<file path="config.mk">
export PLATFORM = sky130hd
export DESIGN_NAME = recovery_scheduler
export DESIGN_NICKNAME = d
export VERILOG_FILES = /design/src/rtl/recovery_pkg.sv /design/src/rtl/rr_arbiter.sv /design/src/rtl/recovery_scheduler.sv
export SDC_FILE = /design/constraint.sdc
export NUM_CORES = 1
export LEC_CHECK = 0
export ABC_AREA = 1
export BUFFER_PORTS_ARGS = -buffer_cell sky130_fd_sc_hd__buf_2
export CAP_MARGIN = 20
export CORE_MARGIN = 3
export CORE_UTILIZATION = 55
export CTS_CLUSTER_DIAMETER = 200
export DETAILED_ROUTE_END_ITERATION = 16
export HOLD_SLACK_MARGIN = 0.06
export PLACE_DENSITY = 0.83
export SLEW_MARGIN = 20
export SYNTH_ARGS = -nofsm -noshare
export SYNTH_HDL_FRONTEND = slang
export SYNTH_HIERARCHICAL = 1
export SYNTH_SLANG_ARGS = --single-unit
</file>
<file path="constraint.sdc">
create_clock -name clk_i -period 1.99 [get_ports clk_i]
set_clock_uncertainty 0.1 [all_clocks]
set_input_delay 0.398 -clock clk_i [delete_from_list [all_inputs] [get_ports clk_i]]
set_output_delay 0.398 -clock clk_i [all_outputs]
set_load 0.03 [all_outputs]
</file>
<file path="src/rtl/recovery_pkg.sv">
// recovery_pkg: shared state encoding and sizing helpers for the recovery scheduler
package recovery_pkg;

    localparam int STATE_W = 3;

    localparam logic [STATE_W-1:0] ST_IDLE     = 3'd0;
    localparam logic [STATE_W-1:0] ST_HALT     = 3'd1;
    localparam logic [STATE_W-1:0] ST_COPY_SPC = 3'd2;
    localparam logic [STATE_W-1:0] ST_COPY_GPR = 3'd3;
    localparam logic [STATE_W-1:0] ST_RESUME   = 3'd4;
    localparam logic [STATE_W-1:0] ST_FATAL    = 3'd5;

    localparam int NUM_SPC_DEF = 4;

    function automatic int core_idx_w(input int n);
        return (n > 1) ? $clog2(n) : 1;
    endfunction

endpackage

</file>
<file path="src/rtl/rr_arbiter.sv">
// rr_arbiter: combinational round-robin pick of the first pending bit at or after ptr
//   pend  : request vector
//   ptr   : index with highest priority this round
//   grant : one-hot winner
//   valid : any request present
module rr_arbiter #(
    parameter int N  = 3,
    parameter int IW = 2
) (
    input  logic [N-1:0]  pend,
    input  logic [IW-1:0] ptr,
    output logic [N-1:0]  grant,
    output logic          valid
);

    // Lowest pending index overall is the wrap-around fallback; any pending
    // index at or above ptr overrides it, lowest such index last.
    always_comb begin
        grant = '0;
        for (int i = N - 1; i >= 0; i--)
            if (pend[i]) grant = N'(1) << i;
        for (int i = N - 1; i >= 0; i--)
            if (pend[i] && i >= int'(ptr)) grant = N'(1) << i;
    end

    assign valid = |pend;

endmodule

</file>
<file path="src/rtl/recovery_scheduler.sv">
// recovery_scheduler: rollback recovery arbiter driving a shared register-file copy port
//   clk_i/rst_ni      : clock, async active-low reset
//   error_i           : per-core error strobes
//   halt_o/resume_o   : per-core halt level and one-cycle resume pulse
//   rf_req_o/rf_gnt_i : copy-port handshake; rf_spc_o selects bank, rf_addr_o the index
//   src_o/tgt_o       : copy source and target core
//   busy_o/done_o/fatal_o : status
//   Optional RECOVERY_TIMEOUT_EN: give up to FATAL after TIMEOUT_CYCLES without a grant.
module recovery_scheduler
    import recovery_pkg::*;
#(
    parameter int NUM_CORES      = 3,
    parameter int ADDR_WIDTH     = 5,
    parameter int NUM_SPC        = NUM_SPC_DEF,
    parameter int TIMEOUT_CYCLES = 64
) (
    input  logic                                 clk_i,
    input  logic                                 rst_ni,
    input  logic [NUM_CORES-1:0]                 error_i,
    output logic [NUM_CORES-1:0]                 halt_o,
    output logic [NUM_CORES-1:0]                 resume_o,
    output logic                                 rf_req_o,
    input  logic                                 rf_gnt_i,
    output logic                                 rf_spc_o,
    output logic [ADDR_WIDTH-1:0]                rf_addr_o,
    output logic [core_idx_w(NUM_CORES)-1:0]     src_o,
    output logic [core_idx_w(NUM_CORES)-1:0]     tgt_o,
    output logic                                 busy_o,
    output logic                                 done_o,
    output logic                                 fatal_o
);

    localparam int IW = core_idx_w(NUM_CORES);
    localparam logic [ADDR_WIDTH-1:0] SPC_LAST = ADDR_WIDTH'(NUM_SPC - 1);
    localparam logic [ADDR_WIDTH-1:0] GPR_LAST = '1;

    logic [STATE_W-1:0]    state;
    logic [NUM_CORES-1:0]  pend_q, halt_q, win, healthy, tgt_oh, src_oh;
    logic [IW-1:0]         tgt_q, src_q, rr_ptr, win_idx, heal_idx;
    logic [ADDR_WIDTH-1:0] cnt;
    logic                  win_vld, copying, src_fail, last, tmo;

    rr_arbiter #(.N(NUM_CORES), .IW(IW)) u_arb (
        .pend  (pend_q),
        .ptr   (rr_ptr),
        .grant (win),
        .valid (win_vld)
    );

    assign healthy = ~pend_q & ~error_i;
    assign tgt_oh  = NUM_CORES'(1) << tgt_q;
    assign src_oh  = NUM_CORES'(1) << src_q;
    assign copying = state == ST_COPY_SPC || state == ST_COPY_GPR;
    assign last    = state == ST_COPY_SPC ? cnt == SPC_LAST : cnt == GPR_LAST;
    assign src_fail = (state == ST_HALT || copying) && error_i[src_q];

    always_comb begin
        win_idx  = '0;
        heal_idx = '0;
        for (int i = NUM_CORES - 1; i >= 0; i--) begin
            if (win[i]) win_idx = IW'(i);
            if (healthy[i]) heal_idx = IW'(i);
        end
    end

`ifdef RECOVERY_TIMEOUT_EN
    localparam int WW = $clog2(TIMEOUT_CYCLES + 1);
    logic [WW-1:0] wait_q;
    assign tmo = copying && !rf_gnt_i && wait_q == WW'(TIMEOUT_CYCLES - 1);
    always_ff @(posedge clk_i or negedge rst_ni)
        if (!rst_ni) wait_q <= '0;
        else wait_q <= (copying && !rf_gnt_i) ? wait_q + 1'b1 : '0;
`else
    logic unused_timeout;
    assign unused_timeout = TIMEOUT_CYCLES > 0;
    assign tmo = 1'b0;
`endif

    always_ff @(posedge clk_i or negedge rst_ni) begin
        if (!rst_ni) begin
            state  <= ST_IDLE;
            pend_q <= '0;
            halt_q <= '0;
            tgt_q  <= '0;
            src_q  <= '0;
            rr_ptr <= '0;
            cnt    <= '0;
        end else begin
            // New errors are OR-ed in after the clear so a coincident set wins.
            pend_q <= (pend_q & ~(state == ST_RESUME ? tgt_oh : '0)) | error_i;
            case (state)
                ST_IDLE:
                    if (win_vld) begin
                        if (healthy == '0) begin
                            state  <= ST_FATAL;
                            halt_q <= '1;
                        end else begin
                            state  <= ST_HALT;
                            tgt_q  <= win_idx;
                            src_q  <= heal_idx;
                            halt_q <= halt_q | win | (NUM_CORES'(1) << heal_idx);
                        end
                    end
                ST_HALT: begin
                    cnt   <= '0;
                    state <= ST_COPY_SPC;
                end
                ST_COPY_SPC, ST_COPY_GPR:
                    if (rf_gnt_i) begin
                        cnt <= last ? '0 : cnt + 1'b1;
                        if (last && state == ST_COPY_SPC) state <= ST_COPY_GPR;
                        if (last && state == ST_COPY_GPR) begin
                            state  <= ST_RESUME;
                            halt_q <= halt_q & ~(tgt_oh | src_oh);
                        end
                    end
                ST_RESUME: begin
                    state  <= ST_IDLE;
                    rr_ptr <= tgt_q == IW'(NUM_CORES - 1) ? '0 : tgt_q + 1'b1;
                end
                ST_FATAL: halt_q <= '1;
                default: state <= ST_IDLE;
            endcase
            // The failed source releases its halt; the old target stays halted
            // until the arbiter picks it again.
            if (src_fail) begin
                state  <= ST_IDLE;
                halt_q <= halt_q & ~src_oh;
            end
            if (tmo) begin
                state  <= ST_FATAL;
                halt_q <= '1;
            end
        end
    end

    assign halt_o    = halt_q;
    assign resume_o  = state == ST_RESUME ? tgt_oh | src_oh : '0;
    assign rf_req_o  = copying;
    assign rf_spc_o  = state == ST_COPY_SPC;
    assign rf_addr_o = copying ? cnt : '0;
    assign src_o     = src_q;
    assign tgt_o     = tgt_q;
    assign busy_o    = state != ST_IDLE;
    assign done_o    = state == ST_RESUME;
    assign fatal_o   = state == ST_FATAL;

endmodule

</file>
### Word-level counts from Yosys, hierarchy flattened

Index checks and enable logic that the tools add are counted.

| word-level totals | value |
|---|---|
| flip-flop bits (word level) | 20 |
| bits in latches | 0 |
| RAM bits | 0 |
| memory bits (read-only) | 0 |
| bits of input ports | 6 |
| output and inout port bits | 20 |
| word-level logic and storage cells | 98 |
| memories kept | 0 |

| cells by class | value |
|---|---|
| add/sub/neg operators | 2 |
| multipliers | 0 |
| div/mod/pow operators | 0 |
| $lt $le $gt $ge | 4 |
| equal/unequal tests | 14 |
| shift-type cells | 3 |
| muxes and demuxes | 35 |
| bitwise operators | 14 |
| reduce and logical (&&, ||, !) cells | 19 |

Operator list:

| cell | count |
|---|---|
| two-way mux 3 bit | 19 |
| two-way mux 5 bit | 3 |
| inverter 3 bit | 5 |
| two-way mux 2 bit | 7 |
| AND 3 bit | 4 |
| bitwise OR 3 bit | 4 |
| case mux 3 bit (4 select lines) | 1 |
| case mux 5 bit (2 select lines) | 1 |
| case mux 3 bit (3 select lines) | 1 |
| left shift 1 x 2 -> 3 bit, first input constant | 3 |
| AND reduction 4 bit | 2 |
| == test 3 x 2 -> 1 bit, second input constant | 2 |
| == test 3 bit, second input constant | 2 |
| logical AND 1 bit | 6 |
| logical NOT 3 bit | 2 |
| != test 3 bit, second input constant | 2 |
| adder 5 x 1 -> 5 bit, second input constant | 1 |
| == test 5 x 2 -> 1 bit, second input constant | 1 |
| == test 5 bit, second input constant | 1 |
| greater-or-equal comparator 1 x 2 -> 1 bit, first input constant | 2 |
| != test 4 bit, second input constant | 1 |
| nonzero test 4 bit | 1 |
| == test 3 x 1 -> 1 bit, second input constant | 1 |
| < comparator 2 x 3 -> 1 bit, second input constant | 1 |
| other kinds (16) | 18 |

### Longest topological paths before layout

Gate-level depths: netlist (run 1).

| logic depth | value |
|---|---|
| word-level depth | 12 |
| gate-level depth with buffers | 13 |
| gate-level depth less buffers | 13 |

### Hierarchy

The synthesis (run 1) kept the hierarchy.

Modules (own cells, without submodules):

| module | instances | cells an instance | area an instance (µm²) | seq. area each (µm²) |
|---|---|---|---|---|
| recovery_scheduler | 1 | 204 | 1365.1 | 500.5 |
| rr_arbiter | 1 | 19 | 78.8 | 0.0 |

### Worst setup path after synthesis (run 1)

No wires, ideal clock.

| path | value |
|---|---|
| path kind | register to output |
| from | reg state[1] |
| to | out resume_o[1] |
| arrival | 1.852 ns |
| data required time | 1.492 ns |
| slack | -0.360 ns |
| stages on the path, launching flop included | 6 |
| path buffers | 0 |
| path through | dfrtp_1 > nor2_2 > inv_2 > nor2_1 > inv_2 > a21oi_1 |

| on the way | value |
|---|---|
| word-level cells in the longest chain between the ends | 2 |

Ends and longest elaborated chain:

| what | line | source |
|---|---|---|
| start: declaration | recovery_scheduler.sv:37 | `logic [STATE_W-1:0] state;` |
| start signal: assignment | recovery_scheduler.sv:81 | `state <= ST_IDLE;` |
| start signal: assignment | recovery_scheduler.sv:95 | `state <= ST_FATAL;` |
| start signal: assignment | recovery_scheduler.sv:98 | `state <= ST_HALT;` |
| == test 3 bit | n/a |  |
| named net done_o | recovery_scheduler.sv:29 | `output logic done_o,` |
| two-way mux 3 bit | recovery_scheduler.sv:138 | `assign resume_o = state == ST_RESUME ? tgt_oh \| src_oh : '0;` |
| end: declaration | recovery_scheduler.sv:21 | `output logic [NUM_CORES-1:0] resume_o,` |

The timed path passes the listed nets, and every way through them passes these cells.

### Worst setup path after layout (run 1)

| path | value |
|---|---|
| from | reg state[1] |
| to | out resume_o[2] |

| on the way | value |
|---|---|
| word-level cells in the longest chain between the ends | 2 |

Ends and longest elaborated chain:

| what | line |
|---|---|
| == test 3 bit | recovery_scheduler.sv:138 |
| two-way mux 3 bit | recovery_scheduler.sv:138 |

No other way between the ends.

==> results of run 1 <==
[power by group]
| group | leakage [µW] | internal (µW) | switching (µW) |
|---|---|---|---|
| clock | 0.0000138 | 70.6 | 117 |
| combinational | 0.000707 | 613 | 1260 |
| sequential | 0.000239 | 555 | 166 |
[stage by stage]
| step | power (µW) | hold slack [ps] | setup TNS (ps) | cells | setup slack [ps] |
|---|---|---|---|---|---|
| final | 2790 | 217 | 0 | 285 | 70.2 |
| after detailed placement | 2490 | 273 | 0 | 277 | 215 |
| after global placement | 2460 | 276 | 0 | 277 | 246 |
| after global routing | 3050 | 216 | 0 | 285 | 0.0118 |
| after CTS | 2700 | 211 | -52.4 | 281 | -21.4 |
| after floorplan | 2080 | 2.41 | 0 | 223 | 3.85 |
[worst min-delay path, stage by stage]
cell                      delay, ps
sky130_fd_sc_hd__buf_2           90
sky130_fd_sc_hd__inv_1           40
sky130_fd_sc_hd__nand2_1         60
[layout by cell type (no fill, tap or decap), types with 3 or more instances in the layout]
cell type	n
sky130_fd_sc_hd__a21oi_1	7
sky130_fd_sc_hd__a21oi_2	4
sky130_fd_sc_hd__buf_2	22
sky130_fd_sc_hd__buf_4	7
sky130_fd_sc_hd__clkbuf_4	3
sky130_fd_sc_hd__dfrtp_1	18
sky130_fd_sc_hd__inv_1	30
sky130_fd_sc_hd__inv_2	5
sky130_fd_sc_hd__nand2_1	61
sky130_fd_sc_hd__nand2_2	4
sky130_fd_sc_hd__nand3_1	16
sky130_fd_sc_hd__nand4_1	3
sky130_fd_sc_hd__nor2_1	34
sky130_fd_sc_hd__nor2_2	3
sky130_fd_sc_hd__nor2_4	5
sky130_fd_sc_hd__o21ai_0	11
sky130_fd_sc_hd__o21ai_1	4
[repair_timing]
action | 4_1_cts | 5_1_grt
setup buffers | 0 | 4
pin swaps | 0 | 1
hold buffers | 1 | 0
setup endpoints to repair | 4 | 10
cloned | 0 | 0
gates resized for setup | 5 | 9
hold endpoints to repair | 20 | 0
[flip-flops by register name, indices dropped and copies added (netlist names)]
register and cells:
halt_o 3, tgt_o 2, src_o 2, cnt 5, state 3, rr_ptr 2
pend_q 3
[logic make-up after synthesis]
group / synth area share [%]
compound gates: 12.0
xor+xnor: 1.21
fa+ha+maj: 0.866
buf+inv: 9.96
flops: 34.7
simple gates: 41.2
[Yosys cell counts]
library cell and number:
sky130_fd_sc_hd__a21oi_1 9, sky130_fd_sc_hd__a21oi_2 2, sky130_fd_sc_hd__a22oi_1 1, sky130_fd_sc_hd__buf_2 1, sky130_fd_sc_hd__dfrtp_1 20, sky130_fd_sc_hd__ha_1 1
sky130_fd_sc_hd__inv_1 31, sky130_fd_sc_hd__inv_2 6, sky130_fd_sc_hd__nand2_1 61, sky130_fd_sc_hd__nand2_2 5, sky130_fd_sc_hd__nand3_1 16, sky130_fd_sc_hd__nand3_2 1
sky130_fd_sc_hd__nand3_4 1, sky130_fd_sc_hd__nand4_1 3, sky130_fd_sc_hd__nand4_2 1, sky130_fd_sc_hd__nor2_1 37, sky130_fd_sc_hd__nor2_2 2, sky130_fd_sc_hd__nor2_4 3
sky130_fd_sc_hd__nor3_1 1, sky130_fd_sc_hd__o21ai_0 11, sky130_fd_sc_hd__o21ai_1 4, sky130_fd_sc_hd__o22ai_1 2, sky130_fd_sc_hd__o41ai_2 1, sky130_fd_sc_hd__or2_2 1
sky130_fd_sc_hd__xor2_1 2
[area by class of cell]
class	count	area share, %
tap	28	2.03
inverter	37	8.32
timing repair buffer	32	11.3
clock buffer	3	1.30
multi-input combinational	165	48.0
sequential	20	29.1
[routing by layer]
metal | track usage, % | up-vias | part of all wire (%) | routed length [µm]
met4 | 7.28 | 0 | 1.4 | 48
met1 | 34.1 | 698 | 49 | 1680
met5 | 0 | - | 0 | 0
met2 | 31.2 | 63 | 43 | 1490
met3 | 2.71 | 5 | 7.0 | 243
li1 | - | 767 | - | -
[final timing paths]
path	start	endpoint	slack [ps]	cells after the start
min in group asynchronous	rst_ni	rr_ptr[1]	460	2
max in group asynchronous	rst_ni	state[0]	1010	2
hold / removal	error_i[1]	pend_q[1]	220	3
setup reg to reg	rr_ptr[0]	halt_o[1]	280	13
hold reg to reg	rr_ptr[0]	rr_ptr[0]	440	2
setup / recovery	state[1]	resume_o[2]	70	6
==> impl_metrics.prom, run 1 <==
# TYPE chip_impl_metric gauge
chip_impl_metric{name="detailed_routing_iterations_pass_1",unit=""} 5
chip_impl_metric{name="power.leakage",unit="µW"} 0.000960
chip_impl_metric{name="cp_max_fo",unit=""} 6
chip_impl_metric{name="critical_path.max_stage_delay",unit="ps"} 450
chip_impl_info{name="setup.worst_path.class",value="flip-flop to output port"} 1
chip_impl_metric{name="portBuffers",unit=""} 25
chip_impl_metric{name="dpl-instance-area",unit="µm²"} 1630
chip_impl_metric{name="power.density",unit="nW/µm²"} 1610
chip_impl_metric{name="critical_path.n_buffers_inverters",unit=""} 3
chip_impl_info{name="critical_path.top_delay_family",value="flip-flops"} 1
chip_impl_metric{name="detail-route-antenna-nets",unit=""} 0
chip_impl_metric{name="drtIter0Drc",unit=""} 105
chip_impl_metric{name="core_region_area",unit="µm²"} 2340
chip_impl_metric{name="starting_utilization_of_the_core_area",unit="%"} 61.7
chip_impl_metric{name="clkSinkCount",unit=""} 20
chip_impl_metric{name="report.final.slew_viol_count",unit=""} 0
chip_impl_metric{name="detail_route.wirelength",unit="mm"} 3.46
chip_impl_metric{name="clk-insertion-delay-late",unit="ps"} 300
chip_impl_metric{name="synth_nets",unit=""} 230
chip_impl_metric{name="dp_hpwl",unit="mm"} 2.73
chip_impl_metric{name="first_global_vias",unit=""} 1253
chip_impl_info{name="rsz0062_at_grt",value="false"} 1
chip_impl_metric{name="layout-drive-gt1-share",unit="%"} 25.3
chip_impl_metric{name="vias",unit=""} 1533
chip_impl_info{name="outcome",value="finished clean"} 1
chip_impl_metric{name="crit_share_post_route",unit="%"} 96.5
chip_impl_metric{name="cts_made_buffers",unit=""} 3
chip_impl_metric{name="seq_area_frac_synth",unit="%"} 34.7
chip_impl_metric{name="grt_first_pass_wirelength",unit="mm"} 5.66
chip_impl_metric{name="area_of_the_die",unit="µm²"} 3280
chip_impl_metric{name="layout.filler_cells",unit=""} 215
chip_impl_metric{name="vdd_drop_max",unit="mV"} 1.03
chip_impl_info{name="critical_path_cell_by_cell",value="nor2_4 -> inv_2 -> nor2_4 -> inv_4 -> a21oi_2 -> buf_6"} 1
chip_impl_info{name="yosys.area.top_type",value="sky130_fd_sc_hd__dfrtp_1"} 1
chip_impl_metric{name="avgViaCountPerCell",unit=""} 5.38
chip_impl_info{name="critical_path.endpoint_type",value="output port"} 1
chip_impl_metric{name="ys_warn_count",unit=""} 6
chip_impl_info{name="hold_class",value="primary input to flip-flop"} 1
chip_impl_metric{name="floorplan.io_pins",unit=""} 26
chip_impl_metric{name="finalWeightedCongestion",unit=""} 0.858
chip_impl_metric{name="finalSetupViolations",unit=""} 0
chip_impl_metric{name="grt_overflow_total",unit=""} 0
chip_impl_metric{name="synth.cell_area",unit="µm²"} 1440
chip_impl_metric{name="synth_to_layout_area_growth",unit="%"} 19.8
chip_impl_metric{name="ys_ff_latch",unit=""} 20
chip_impl_metric{name="layout.nets",unit=""} 266
chip_impl_info{name="clock_tree.root_cell",value="sky130_fd_sc_hd__clkbuf_4"} 1
chip_impl_metric{name="netlist.area_leader.share",unit="%"} 34.7
chip_impl_metric{name="period_needed",unit="ps"} 1920
chip_impl_info{name="start_kind",value="flip-flop"} 1
chip_impl_metric{name="grt_start_max_net_pins",unit=""} 21
chip_impl_metric{name="detail_route.drc_violations",unit=""} 0
chip_impl_metric{name="area_taken_by_flip_flops_and_latches",unit="µm²"} 503
chip_impl_metric{name="fp.dieW",unit="µm"} 57.2
chip_impl_metric{name="synth_cell_types",unit=""} 25
chip_impl_metric{name="synthesis.instances",unit=""} 223
chip_impl_metric{name="cts_max_level",unit=""} 1
chip_impl_metric{name="cts.reportedPaths.clkPinSlew",unit="ps"} 100
chip_impl_metric{name="ant_diodes",unit=""} 0
chip_impl_metric{name="worstMarginPinSlew",unit="ps"} 434
chip_impl_info{name="tritoncts",value="yes"} 1
chip_impl_metric{name="report.final.hold_viol_count",unit=""} 0
chip_impl_metric{name="avg_wl_per_cell",unit="µm"} 12.2
chip_impl_metric{name="post_synth.cell_area_avg",unit="µm²"} 6.47
chip_impl_metric{name="die_y",unit="µm"} 57.2
chip_impl_metric{name="initial_antenna_violation_count",unit=""} 0
chip_impl_metric{name="track_usage",unit="%"} 21.9
chip_impl_info{name="timing.critical_path.mode_cell",value="sky130_fd_sc_hd__nor2_4"} 1
chip_impl_metric{name="post_route_core_utilization",unit="%"} 73.9
chip_impl_metric{name="placementRows",unit=""} 17
chip_impl_metric{name="critPathArrivalTime",unit="ps"} 1420
chip_impl_metric{name="slew_headroom",unit="%"} 71.0
chip_impl_metric{name="worstPathRequired",unit="ps"} 1490
chip_impl_metric{name="max_cap_violations",unit=""} 0
chip_impl_metric{name="finalInstanceArea",unit="µm²"} 1730
chip_impl_metric{name="max-clock-path-buffers",unit=""} 2
chip_impl_metric{name="max_clock_freq",unit="MHz"} 521
chip_impl_info{name="ys_top_cells_by_area",value="sky130_fd_sc_hd__dfrtp_1 35%, sky130_fd_sc_hd__nand2_1 16%, sky130_fd_sc_hd__nor2_1 9.6%"} 1
chip_impl_info{name="worst_path_max_delay_cell",value="sky130_fd_sc_hd__dfrtp_2"} 1
chip_impl_metric{name="multi_input_gate_area_in_the_final_layout",unit="µm²"} 830
Power figures use the tool's default switching activity.
==> inputs of run 2 (changes only) <==
Settings changed: CORE_UTILIZATION 55 to 57, CTS_BUF_LIST from default to sky130_fd_sc_hd__clkbuf_8, PLACE_DENSITY 0.83 to 0.85.
==> run 2 against run 1 <==
Against the previous run: power rose by 0.37%; worst hold slack improved by 41 ps; critical path depth did not move; combinational power fell by 5%; largest cell class unchanged; register-to-register slack barely moved; maximum frequency rose by 1.2%; clock power rose by 38%.
==> impl_metrics.prom, run 2 (synthesis results as in run 1) <==
# TYPE chip_impl_metric gauge
chip_impl_metric{name="cts_max_level",unit=""} 1
chip_impl_metric{name="detailed_routing_iterations_pass_1",unit=""} 4
chip_impl_metric{name="fin_cells",unit=""} 280
chip_impl_metric{name="vias",unit=""} 1470
chip_impl_info{name="timing.critical_path.mode_cell",value="sky130_fd_sc_hd__nor2_4"} 1
chip_impl_metric{name="ant_diodes",unit=""} 0
chip_impl_metric{name="starting_utilization_of_the_core_area",unit="%"} 62.9
chip_impl_info{name="setup.worst_path.class",value="flip-flop to output port"} 1
chip_impl_metric{name="detail-route-antenna-nets",unit=""} 0
chip_impl_info{name="r2r-start",value="rr_ptr[0]"} 1
chip_impl_metric{name="power.combinational.fraction",unit="%"} 64.2
chip_impl_metric{name="clk-insertion-delay-late",unit="ps"} 250
chip_impl_metric{name="critPathArrivalTime",unit="ps"} 1400
chip_impl_metric{name="dpl-instance-area",unit="µm²"} 1620
chip_impl_metric{name="layout-drive-gt1-share",unit="%"} 23.4
chip_impl_metric{name="grt_first_pass_wirelength",unit="mm"} 5.73
chip_impl_metric{name="report.final.hold_viol_count",unit=""} 0
chip_impl_metric{name="die_y",unit="µm"} 56.3
chip_impl_metric{name="critical_path.n_buffers_inverters",unit=""} 3
chip_impl_metric{name="layout.nets",unit=""} 261
chip_impl_metric{name="crit_share_post_route",unit="%"} 95.3
chip_impl_metric{name="critical_path.max_stage_delay",unit="ps"} 470
chip_impl_metric{name="dp_hpwl",unit="mm"} 2.65
chip_impl_metric{name="cp_max_fo",unit=""} 9
chip_impl_info{name="worst_hold_startpoint",value="error_i[1]"} 1
chip_impl_metric{name="clkSinkCount",unit=""} 20
chip_impl_metric{name="detail_route.wirelength",unit="mm"} 3.46
chip_impl_metric{name="layout.filler_cells",unit=""} 200
chip_impl_metric{name="cts_made_buffers",unit=""} 3
chip_impl_metric{name="share_seq_of_total_power",unit="%"} 26.5
chip_impl_metric{name="max_cap_violations",unit=""} 0
chip_impl_metric{name="avg_wl_per_cell",unit="µm"} 12.4
chip_impl_metric{name="slew_headroom",unit="%"} 70.5
chip_impl_metric{name="internal_power",unit="µW"} 1250
chip_impl_metric{name="worstMarginPinSlew",unit="ps"} 442
chip_impl_metric{name="grt_overflow_total",unit=""} 0
chip_impl_metric{name="postCtsSetupBuffers",unit=""} 0
chip_impl_metric{name="totalPowerFinal",unit="µW"} 2800
chip_impl_metric{name="largest_register_ff_count",unit=""} 5
chip_impl_info{name="setup.worst_path.start",value="state[1]"} 1
chip_impl_metric{name="drtIter0Drc",unit=""} 78
chip_impl_metric{name="fp.dieW",unit="µm"} 56.3
chip_impl_metric{name="grt_start_max_net_pins",unit=""} 21
chip_impl_metric{name="period_needed",unit="ps"} 1900
chip_impl_info{name="start_kind",value="flip-flop"} 1
chip_impl_metric{name="track_usage",unit="%"} 23.0
chip_impl_info{name="critical_path.endpoint_type",value="output port"} 1
chip_impl_metric{name="placementRows",unit=""} 17
chip_impl_info{name="top_register",value="cnt"} 1
chip_impl_metric{name="detail_route.drc_violations",unit=""} 0
chip_impl_info{name="hold_class",value="primary input to flip-flop"} 1
chip_impl_metric{name="layout_setup_ws",unit="ps"} 93.0
chip_impl_metric{name="finalHoldWorstSlack",unit="ps"} 258
chip_impl_metric{name="portBuffers",unit=""} 25
chip_impl_metric{name="finalInstanceArea",unit="µm²"} 1700
chip_impl_metric{name="area_of_the_die",unit="µm²"} 3170
chip_impl_metric{name="power.density",unit="nW/µm²"} 1650
chip_impl_metric{name="clock_power_share",unit="%"} 9.3
chip_impl_metric{name="worstPathRequired",unit="ps"} 1490
chip_impl_metric{name="max-clock-path-buffers",unit=""} 2
chip_impl_info{name="mostFrequentLayoutCells",value="61 x sky130_fd_sc_hd__nand2_1, 35 x sky130_fd_sc_hd__nor2_1, 30 x sky130_fd_sc_hd__inv_1"} 1
chip_impl_metric{name="report.final.slew_viol_count",unit=""} 0
chip_impl_metric{name="post-place-ws",unit="ps"} 301
chip_impl_metric{name="initial_antenna_violation_count",unit=""} 0
chip_impl_info{name="commonest_non_fill_non_tap_cell_in_the_layout",value="sky130_fd_sc_hd__nand2_1"} 1
chip_impl_metric{name="power.leakage",unit="µW"} 0.000940
chip_impl_info{name="critical_path.top_delay_family",value="flip-flops"} 1
chip_impl_metric{name="finalSetupViolations",unit=""} 0
chip_impl_metric{name="dp_cells",unit=""} 276
chip_impl_metric{name="synth_to_layout_area_growth",unit="%"} 17.4
chip_impl_info{name="clock_tree.root_cell",value="sky130_fd_sc_hd__clkbuf_8"} 1
chip_impl_metric{name="finalWeightedCongestion",unit=""} 0.914
chip_impl_metric{name="first_global_vias",unit=""} 1312
chip_impl_metric{name="max_clock_freq",unit="MHz"} 527
chip_impl_metric{name="cts.reportedPaths.clkPinSlew",unit="ps"} 70
chip_impl_info{name="critical_path_cell_by_cell",value="nor2_4 -> inv_2 -> nor2_4 -> inv_4 -> a21oi_2 -> clkbuf_4"} 1
chip_impl_info{name="tritoncts",value="yes"} 1
chip_impl_metric{name="core_region_area",unit="µm²"} 2300
chip_impl_metric{name="vdd_drop_max",unit="mV"} 1.11
chip_impl_metric{name="floorplan.io_pins",unit=""} 26
chip_impl_metric{name="avgViaCountPerCell",unit=""} 5.25
chip_impl_info{name="worst_path_max_delay_cell",value="sky130_fd_sc_hd__dfrtp_2"} 1
chip_impl_metric{name="netSwitchingFraction",unit="%"} 55.2
chip_impl_metric{name="switchingPower",unit="µW"} 1540
chip_impl_info{name="outcome",value="finished clean"} 1
[run 2: power by group through the flow]
stage               clock network (µW)  registers (µW)  logic (µW)
global placement                     0             725        1730
global route                       279             768        2020
detailed placement                   0             728        1740
finish                             260             741        1790
CTS                                262             723        1760
floorplan                            0             809        1270
[run 2: worst register-to-register path, stage by stage (launching register included)]
cell and delay (ps):
sky130_fd_sc_hd__dfrtp_1 400, sky130_fd_sc_hd__nor2_1 110, sky130_fd_sc_hd__nand2_1 90, sky130_fd_sc_hd__inv_1 80
sky130_fd_sc_hd__a21oi_2 60, sky130_fd_sc_hd__or2_2 300, sky130_fd_sc_hd__a21oi_1 110, sky130_fd_sc_hd__nand2_1 60
sky130_fd_sc_hd__nand2_1 50, sky130_fd_sc_hd__nand2_1 50, sky130_fd_sc_hd__nand2_1 50, sky130_fd_sc_hd__nand2_1 50
sky130_fd_sc_hd__nand2_1 50, sky130_fd_sc_hd__nand2_1 40
[run 2: stage by stage]
step / TNS (ps) / utilization [%]
global route: -7.46 / 73.8
CTS: 0 / 72.7
floorplan: 0 / -
finish: 0 / 73.8
detailed placement: 0 / 70.5
global placement: 0 / 70.5
[run 2: what timing repair did]
action	4_1_cts	5_1_grt
hold buffers	1	0
endpoints found under the hold margin	20	0
gates resized for setup	0	9
endpoints found under the setup margin	0	6
[run 2: path summary, 6_finish.rpt]
kind / to / slack (ps) / cells past startpoint
worst max-delay path: resume_o[1] / 90 / 6
worst min-delay path: pend_q[1] / 260 / 3
worst max register to register: halt_o[1] / 290 / 13
worst min register to register: halt_o[0] / 430 / 2
max in group asynchronous: state[0] / 930 / 2
min in group asynchronous: pend_q[2] / 530 / 2
[run 2: final cells by class]
type | count | area (µm²) | share of cell area [%]
Timing Repair Buffer | 27 | 148 | 8.71
Tap cell | 28 | 35.0 | 2.07
Clock buffer | 3 | 41.3 | 2.44
Sequential cell | 20 | 503 | 29.7
Multi-Input combinational cell | 165 | 827 | 48.8
Inverter | 37 | 141 | 8.34
[run 2: metal layers]
layer	wire (µm)	track usage (%)	vias to the layer above
met1	1620	36.0	650
met5	0	0	-
met2	1490	31.7	48
met4	74	9.83	0
li1	-	-	763
met3	276	2.30	9
